**src/rtl/case_scan_controller.sv**
```systemverilog
// case_scan_controller: steps a select through every entry of a combinational
// lookup, waits SETTLE cycles per entry, captures the word and streams it out
// on a valid/ready port tagged with its index.
// Optional: define CASE_SCAN_CHECK_EN to add an XOR checksum output.
module case_scan_controller #(
  parameter int SEL_W    = 2,
  parameter int ELEM_W   = 4,
  parameter int NUM_ELEM = 3,
  parameter int SETTLE   = 1,
  localparam int DATA_W  = ELEM_W * NUM_ELEM
) (
  input  logic              clk,
  input  logic              rst_n,
  input  logic              start,
  input  logic              abort,
  output logic [SEL_W-1:0]  sel_o,
  input  logic [DATA_W-1:0] data_i,
  output logic              out_valid,
  input  logic              out_ready,
  output logic [DATA_W-1:0] out_data,
  output logic [SEL_W-1:0]  out_index,
  output logic              busy,
  output logic              done
`ifdef CASE_SCAN_CHECK_EN
  ,
  output logic [DATA_W-1:0] checksum
`endif
);

  // one spare bit so the all-ones entry is recognised without wrapping to 0
  localparam int IDX_W = SEL_W + 1;
  localparam int CNT_W = (SETTLE > 0) ? $clog2(SETTLE + 1) : 1;
  localparam logic [IDX_W-1:0] LAST_IDX = IDX_W'((1 << SEL_W) - 1);

  typedef enum logic [1:0] {S_IDLE, S_DRIVE, S_OUT, S_DONE} state_t;

  state_t            state_q, state_d;
  logic [IDX_W-1:0]  idx_q, idx_d;
  logic [SEL_W-1:0]  sel_q, sel_d;
  logic [CNT_W-1:0]  settle_q, settle_d;
  logic              out_valid_q, out_valid_d;
  logic [DATA_W-1:0] out_data_q, out_data_d;
  logic [SEL_W-1:0]  out_index_q, out_index_d;
  logic              busy_q, busy_d;
  logic              done_q, done_d;
`ifdef CASE_SCAN_CHECK_EN
  logic [DATA_W-1:0] cks_q, cks_d;
`endif

  // next-state and registered-output decode; abort outranks every other event
  always_comb begin
    state_d     = state_q;
    idx_d       = idx_q;
    sel_d       = sel_q;
    settle_d    = settle_q;
    out_valid_d = out_valid_q;
    out_data_d  = out_data_q;
    out_index_d = out_index_q;
    busy_d      = busy_q;
    done_d      = 1'b0;
`ifdef CASE_SCAN_CHECK_EN
    cks_d       = cks_q;
`endif
    case (state_q)
      S_IDLE: begin
        if (start && !abort) begin
          state_d  = S_DRIVE;
          idx_d    = '0;
          sel_d    = '0;
          settle_d = CNT_W'(SETTLE);
          busy_d   = 1'b1;
`ifdef CASE_SCAN_CHECK_EN
          cks_d    = '0;
`endif
        end
      end
      S_DRIVE: begin
        if (abort) begin
          state_d     = S_IDLE;
          busy_d      = 1'b0;
          out_valid_d = 1'b0;
        end else if (settle_q != '0) begin
          settle_d = settle_q - CNT_W'(1);
        end else begin
          state_d     = S_OUT;
          out_data_d  = data_i;
          out_index_d = idx_q[SEL_W-1:0];
          out_valid_d = 1'b1;
`ifdef CASE_SCAN_CHECK_EN
          cks_d       = cks_q ^ data_i;
`endif
        end
      end
      S_OUT: begin
        if (abort) begin
          // a beat accepted in this same cycle still counts as delivered
          state_d     = S_IDLE;
          busy_d      = 1'b0;
          out_valid_d = 1'b0;
        end else if (out_ready) begin
          out_valid_d = 1'b0;
          if (idx_q == LAST_IDX) begin
            state_d = S_DONE;
            busy_d  = 1'b0;
            done_d  = 1'b1;
          end else begin
            state_d  = S_DRIVE;
            idx_d    = idx_q + IDX_W'(1);
            sel_d    = idx_d[SEL_W-1:0];
            settle_d = CNT_W'(SETTLE);
          end
        end
      end
      S_DONE: begin
        state_d = S_IDLE;
      end
      default: begin
        state_d = S_IDLE;
      end
    endcase
  end

  // state and output registers, cleared asynchronously
  always_ff @(posedge clk or negedge rst_n) begin
    if (!rst_n) begin
      state_q     <= S_IDLE;
      idx_q       <= '0;
      sel_q       <= '0;
      settle_q    <= '0;
      out_valid_q <= 1'b0;
      out_data_q  <= '0;
      out_index_q <= '0;
      busy_q      <= 1'b0;
      done_q      <= 1'b0;
`ifdef CASE_SCAN_CHECK_EN
      cks_q       <= '0;
`endif
    end else begin
      state_q     <= state_d;
      idx_q       <= idx_d;
      sel_q       <= sel_d;
      settle_q    <= settle_d;
      out_valid_q <= out_valid_d;
      out_data_q  <= out_data_d;
      out_index_q <= out_index_d;
      busy_q      <= busy_d;
      done_q      <= done_d;
`ifdef CASE_SCAN_CHECK_EN
      cks_q       <= cks_d;
`endif
    end
  end

  assign sel_o     = sel_q;
  assign out_valid = out_valid_q;
  assign out_data  = out_data_q;
  assign out_index = out_index_q;
  assign busy      = busy_q;
  assign done      = done_q;
`ifdef CASE_SCAN_CHECK_EN
  assign checksum  = cks_q;
`endif

endmodule
```
**config.mk**
```make
export PLATFORM = sky130hd
export DESIGN_NAME = case_scan_controller
export DESIGN_NICKNAME = d
export VERILOG_FILES = /design/src/rtl/case_scan_controller.sv
export SDC_FILE = /design/constraint.sdc
export NUM_CORES = 1
export LEC_CHECK = 0
export BUFFER_PORTS_ARGS = -buffer_cell sky130_fd_sc_hd__buf_2
export CAP_MARGIN = 20
export CORE_UTILIZATION = 44
export DETAILED_ROUTE_END_ITERATION = 16
export PLACE_DENSITY_LB_ADDON = 0.2
export SYNTH_ARGS = -nofsm -noshare
export SYNTH_HDL_FRONTEND = slang
export SYNTH_SLANG_ARGS = --single-unit
```
**constraint.sdc**
```tcl
create_clock -name clk -period 1.7 [get_ports clk]
set_input_delay 0.085 -clock clk [delete_from_list [all_inputs] [get_ports clk]]
set_output_delay 0.085 -clock clk [all_outputs]
set_load 0.005 [all_outputs]
```
==> flow_summary.toml, run 1 <==
[status]
status = "finished clean"

[critical_path]
r2r-start = "state_q[1]$_DFFE_PN0P_"
path_cells = "inv_2 -> ha_2 -> buf_4 -> nor2b_1 -> nor3_2 -> mux2_2"
max_stage_delay_ps = 430
crit_required_ps = 1920
slowest_stage = "dfrtp_1"
arrival_ps = 1850
crit_path_start_kind = "flop"
reg2reg_slack_ps = 60
end_kind = "flop"
cp_max_fo = 4
crit_type = "flop to flop"
cp-startpoint = "state_q[1]$_DFFE_PN0P_"

[global_route]
first_global_vias = 910
grt_max_degree = 24
groute.usage.overall_pct = 20.42
grt-ovfl-total = 0
grt_pass1_wl_um = 3905
grt_antenna_before_repair = 0

[logic_synthesis]
async_flop_share_pct = 100.0
synth.most_common_cell = "dfrtp_1"
yosysWarnings = 0
synth_top_flop_cell = "dfrtp_1"
avgSynthCellArea_um2 = 12.00
netlist_instances = 95
synth_top_area_cell = "dfrtp_1"
synth_edf_count = 0
syn_nets = 119
synth_top_area_share_pct = 50.49
yosysSeqAreaShare_pct = 50.49
ys_ff_latch = 23
synth_cell_types = 26
synth.top_cells.by_area = "dfrtp_1, mux2_2, ha_1"
synth_area_mm2 = 0.001140
yosys-top-cells-count = "dfrtp_1, mux2_2, inv_1"

[sta]
fmax_ghz = 0.6110
period_share_pct = 96.27
finalCriticalPeriod_ps = 1637
clock_skew_ps = 11.78
hold_viol = 0
timing.final.ws_setup_ps = 63.46
slew_headroom_pct = 66.59
tightest_slew_ps = 501.2
holdWs_ps = 106.1
rsz0062_at_grt = "true"
drv_slew = 0
setup_violations = 0

[power]
p_leak_uw = 0.0007900
total_power_uw = 2117
vdd_drop_max_mv = 1.014
p_per_area_mw_per_mm2 = 1326

[clocking]
cts_buffers = 3
clk_pin_slew_worst_paths_ps = 130
clk_latency_ps = 330
cts_tree = "done"
htreeDepth = 1
cts_root_buf = "clkbuf_4"
clock_path_buffers = 2
cts.sinks = 23

[die]
die_x_um = 52.90
dieArea_mm2 = 0.002798
io_pins = 36
dieHeight_um = 52.90
start_util_pct = 46.43
fp.coreArea_mm2 = 0.002455
core.rowCount = 18

[placed_design]
placed_cell_area_mm2 = 0.001405
hpwl_um = 1704
gp_congestion = 0.8072
dp_slack_ps = 26.62
port_buffers = 35

[routing]
ant_nets = 0
via_per_inst = 5.043
drcViolationCount = 0
drtIter0Drc = 11
wire_per_inst_um = 12.83
first_pass_iters = 3
route.vias.total = 928
routed_wl_um = 2361

[layout]
final_area_mm2 = 0.001597
n_antenna_cell = 0
syn_to_final_growth_pct = 40.07
fillCellCount = 211
drive_above_1_share_pct = 48.70
nNetsFinal = 179

[worst_hold_path]
hold_start = "out_ready"
hold_class = "primary input to flop"

[flow_run]
max-cap-violations = 0
## repair_timing
action / in CTS / in global routing
buffers inserted: 0 / 3
endpoints found under the setup margin: 0 / 19
hold buffers: 13 / 0
endpoints found under the hold margin: 35 / 0
gates resized for setup: 0 / 5
## placed cells by master (no fill, tap or decap), drive strengths merged
cell type,netlist,final
dlygate4sd3,0,13
nor3,2,2
o21ai,3,3
inv,9,9
a211oi,1,1
nand2,5,5
and2,1,1
nor2,1,1
ha,7,7
nand2b,3,3
or4,1,1
o21a,1,1
clkbuf,0,3
nand3,1,1
mux2i,3,3
and4,1,1
clkinv,0,1
a21oi,8,8
dfrtp,23,23
buf,5,47
nor2b,1,1
o41ai,2,2
a2bb2oi,1,1
a22o,1,1
mux2,15,15
## report_power, final
group	leakage (µW)	switching [µW]	internal (µW)	total (µW)
Combinational	0.000484	417	565	982
Sequential	0.000288	120	755	875
Clock	0.0000177	172	88.4	260
## flip-flops by register name, indices dropped and copies added (netlist names)
| signal | cells |
|---|---|
| idx_q | 3 |
| state_q | 2 |
| out_index | 2 |
| busy | 1 |
| done | 1 |
| out_valid | 1 |
| settle_q | 1 |
| out_data | 12 |
## metal layers
layer / part of all wire, % / wire (µm) / up-vias / track usage, %
li1: - / - / 445 / -
met2: 54 / 1278 / 21 / 36.92
met1: 41 / 959 / 455 / 22.06
met5: 0 / 0 / - / 0
met4: 2.8 / 66 / 0 / 11.84
met3: 2.4 / 57 / 7 / 3.448
## cell families after synthesis
family	count (synthesis)	share of synthesized area (%)
DFF	23	50.49
buffers and inverters	14	6.366
adders and majority gates	7	7.684
muxes	18	17.45
and+or+nand+nor	16	8.781
AOI/OAI and AO/OA	17	9.221
## critical path, delay by kind of cell (launching register included)
family / cells / cell delay (ps)
mux: 1 / 350
buf+inv: 2 / 190
simple gates: 2 / 380
flops: 1 / 430
fa+ha+maj: 1 / 180
## layout make-up
type	instances	area [µm²]	share of cell area, %
clock buffer	3	22.52	1.411
clock inverter	1	5.005	0.3135
sequential	23	575.6	36.05
inverter	9	33.78	2.116
multi-input combinational	58	514.2	32.21
timing repair buffer	60	407.9	25.55
tap	30	37.54	2.351
## path summary, 6_finish.rpt
path	depth (start not counted)	to
setup / recovery	6	idx_q[0]$_DFFE_PN0P_
hold reg to reg	1	out_index[0]$_DFFE_PN0P_
min in group asynchronous	2	done$_DFF_PN0_
max in group asynchronous	2	out_data[5]$_DFFE_PN0P_
setup reg to reg	6	idx_q[0]$_DFFE_PN0P_
hold / removal	2	done$_DFF_PN0_
## stage by stage
step	TNS (ps)	cells	utilization, %
2_1_floorplan	0	95	-
3_3_place_gp	0	164	57.24
3_5_place_dp	0	164	57.24
4_1_cts	0	181	63.66
5_1_grt	-39.47	184	65.04
6_report	0	184	65.04
No activity file was read; power rests on OpenSTA's default activity.
==> run 2, diff against run 1 <==
--- a/config.mk
+++ b/config.mk
@@ -10,6 +10,7 @@
 export CORE_UTILIZATION = 44
 export DETAILED_ROUTE_END_ITERATION = 16
 export PLACE_DENSITY_LB_ADDON = 0.2
+export REMOVE_ABC_BUFFERS = 1
 export SYNTH_ARGS = -nofsm -noshare
 export SYNTH_HDL_FRONTEND = slang
 export SYNTH_SLANG_ARGS = --single-unit
==> run 2 against run 1 <==
Wire length fell by 1.8%. Cell count fell by 1.1%. Flip-flop and latch count did not move. Critical path depth shrank 1. Critical endpoint is now settle_q$_DFFE_PN0P_. Largest cell class unchanged.
==> flow_summary.toml, run 2 (synthesis results as in run 1) <==
[global_route]
grt_max_degree = 24
first_global_vias = 815
grt_pass1_wl_um = 3498
groute.usage.overall_pct = 17.68
grt_antenna_before_repair = 0
grt-ovfl-total = 0

[routing]
routed_wl_um = 2319
met3WireLength_um = 98
via_per_inst = 4.934
drcViolationCount = 0
drtIter0Drc = 2
first_pass_iters = 2
ant_nets = 0
dr_wl_met2_um = 1128
route.vias.total = 898
wire_per_inst_um = 12.74
wl_met1_um = 1041
highest_layer = "met4"

[placed_design]
dpl.cell_count = 165
placed_cell_area_mm2 = 0.001401
gp_congestion = 0.8435
port_buffers = 35
hpwl_um = 1541

[layout]
syn_to_final_growth_pct = 40.18
largest_register_ffs = 12
final_area_mm2 = 0.001598
drive_above_1_share_pct = 48.03
fin_cells = 182
final_common_cell = "buf_2"
n_antenna_cell = 0
fillCellCount = 202
nNetsFinal = 177
most-common-layout-cells = "buf_2, dfrtp_1, mux2_2"

[die]
fp.coreArea_mm2 = 0.002455
core.rowCount = 18
die_x_um = 52.90
dieHeight_um = 52.90
dieArea_mm2 = 0.002798
io_pins = 36
start_util_pct = 46.43

[flow_run]
max-cap-violations = 0

[power]
vdd_drop_max_mv = 1.100
p_sw_uw = 689.0
p_leak_uw = 0.0007815
seq_power_share_pct = 41.5
pwr-share-clk_pct = 11.6
swShare_pct = 32.79
internal-power_uw = 1412
p_comb_share_pct = 46.9
p_per_area_mw_per_mm2 = 1315

[status]
status = "finished clean"

[clocking]
cts_tree = "done"
cts.sinks = 23
clk_pin_slew_worst_paths_ps = 120
clock_path_buffers = 2
cts_root_buf = "clkbuf_4"
clk_latency_ps = 300
cts_buffers = 3
htreeDepth = 1

[sta]
holdWs_ps = 25.68
finalCriticalPeriod_ps = 1632
fmax_ghz = 0.6128
slew_headroom_pct = 65.44
rsz0062_at_grt = "true"
clock_skew_ps = 4.876
hold_viol = 0
drv_slew = 0
period_share_pct = 95.99
tightest_slew_ps = 518.4
setup_violations = 0

[critical_path]
crit_required_ps = 1910
end_kind = "flop"
cp_max_fo = 6
arrival_ps = 1840
crit_path_start_kind = "flop"
crit_type = "flop to flop"

[worst_hold_path]
hold_class = "primary input to flop"
==> run 2: power groups by stage <==
stage          Sequential, µW  Combinational [µW]  Clock (µW)
4_1_cts                   870                 934         259
3_3_place_gp              864                 900           0
6_report                  871                 986         244
2_1_floorplan             896                 481           0
3_5_place_dp              878                 913           0
5_1_grt                   900                1090         274
==> run 2: area by class of cell <==
class                   instances  area (µm²)  area share (%)
flip-flops and latches         23       575.6           36.02
well taps                      30       37.54           2.349
multi-input cells              58       516.7           32.34
repair buffers                 58       407.9           25.53
inverters                       9       33.78           2.114
clock buffers                   4       26.28           1.644
==> run 2: final timing paths <==
kind / startpoint / end / slack (ps) / depth (start not counted)
setup / recovery: state_q[1]$_DFFE_PN0P_ / settle_q$_DFFE_PN0P_ / 70 / 5
hold / removal: data_i[8] / out_data[8]$_DFFE_PN0P_ / 30 / 2
setup reg to reg: state_q[1]$_DFFE_PN0P_ / settle_q$_DFFE_PN0P_ / 70 / 5
hold reg to reg: out_data[9]$_DFFE_PN0P_ / out_data[9]$_DFFE_PN0P_ / 510 / 1
max in group asynchronous: rst_n / state_q[0]$_DFFE_PN0P_ / 1080 / 2
min in group asynchronous: rst_n / settle_q$_DFFE_PN0P_ / 270 / 2
==> run 2: per-stage QoR <==
stage	TNS, ps	utilization [%]	total power, µW	setup WS (ps)
5_1_grt	-117.8	65.09	2268	-21.73
3_3_place_gp	0	57.08	1765	34.59
3_5_place_dp	0	57.08	1791	8.244
2_1_floorplan	-3713	-	1377	-253.8
4_1_cts	0	63.05	2063	4.029
6_report	0	65.09	2101	68.19
==> run 2: worst max-delay path: stages, from the launching register on <==
cell	delay, ps
dfrtp_1	410
inv_1	80
ha_2	210
and2_4	150
or4_1	460
a22o_1	230
==> run 2: layer usage <==
layer | global-route usage [%] | vias up
met5 | 0 | -
met4 | 9.211 | 0
met2 | 27.22 | 25
li1 | - | 445
met1 | 23.02 | 420
met3 | 4.023 | 8
==> run 2: timing repair <==
action,CTS,global route
hold endpoints to repair,34,0
setup buffers,0,0
hold buffers,12,0
resized for setup,0,7
setup endpoints to repair,0,20
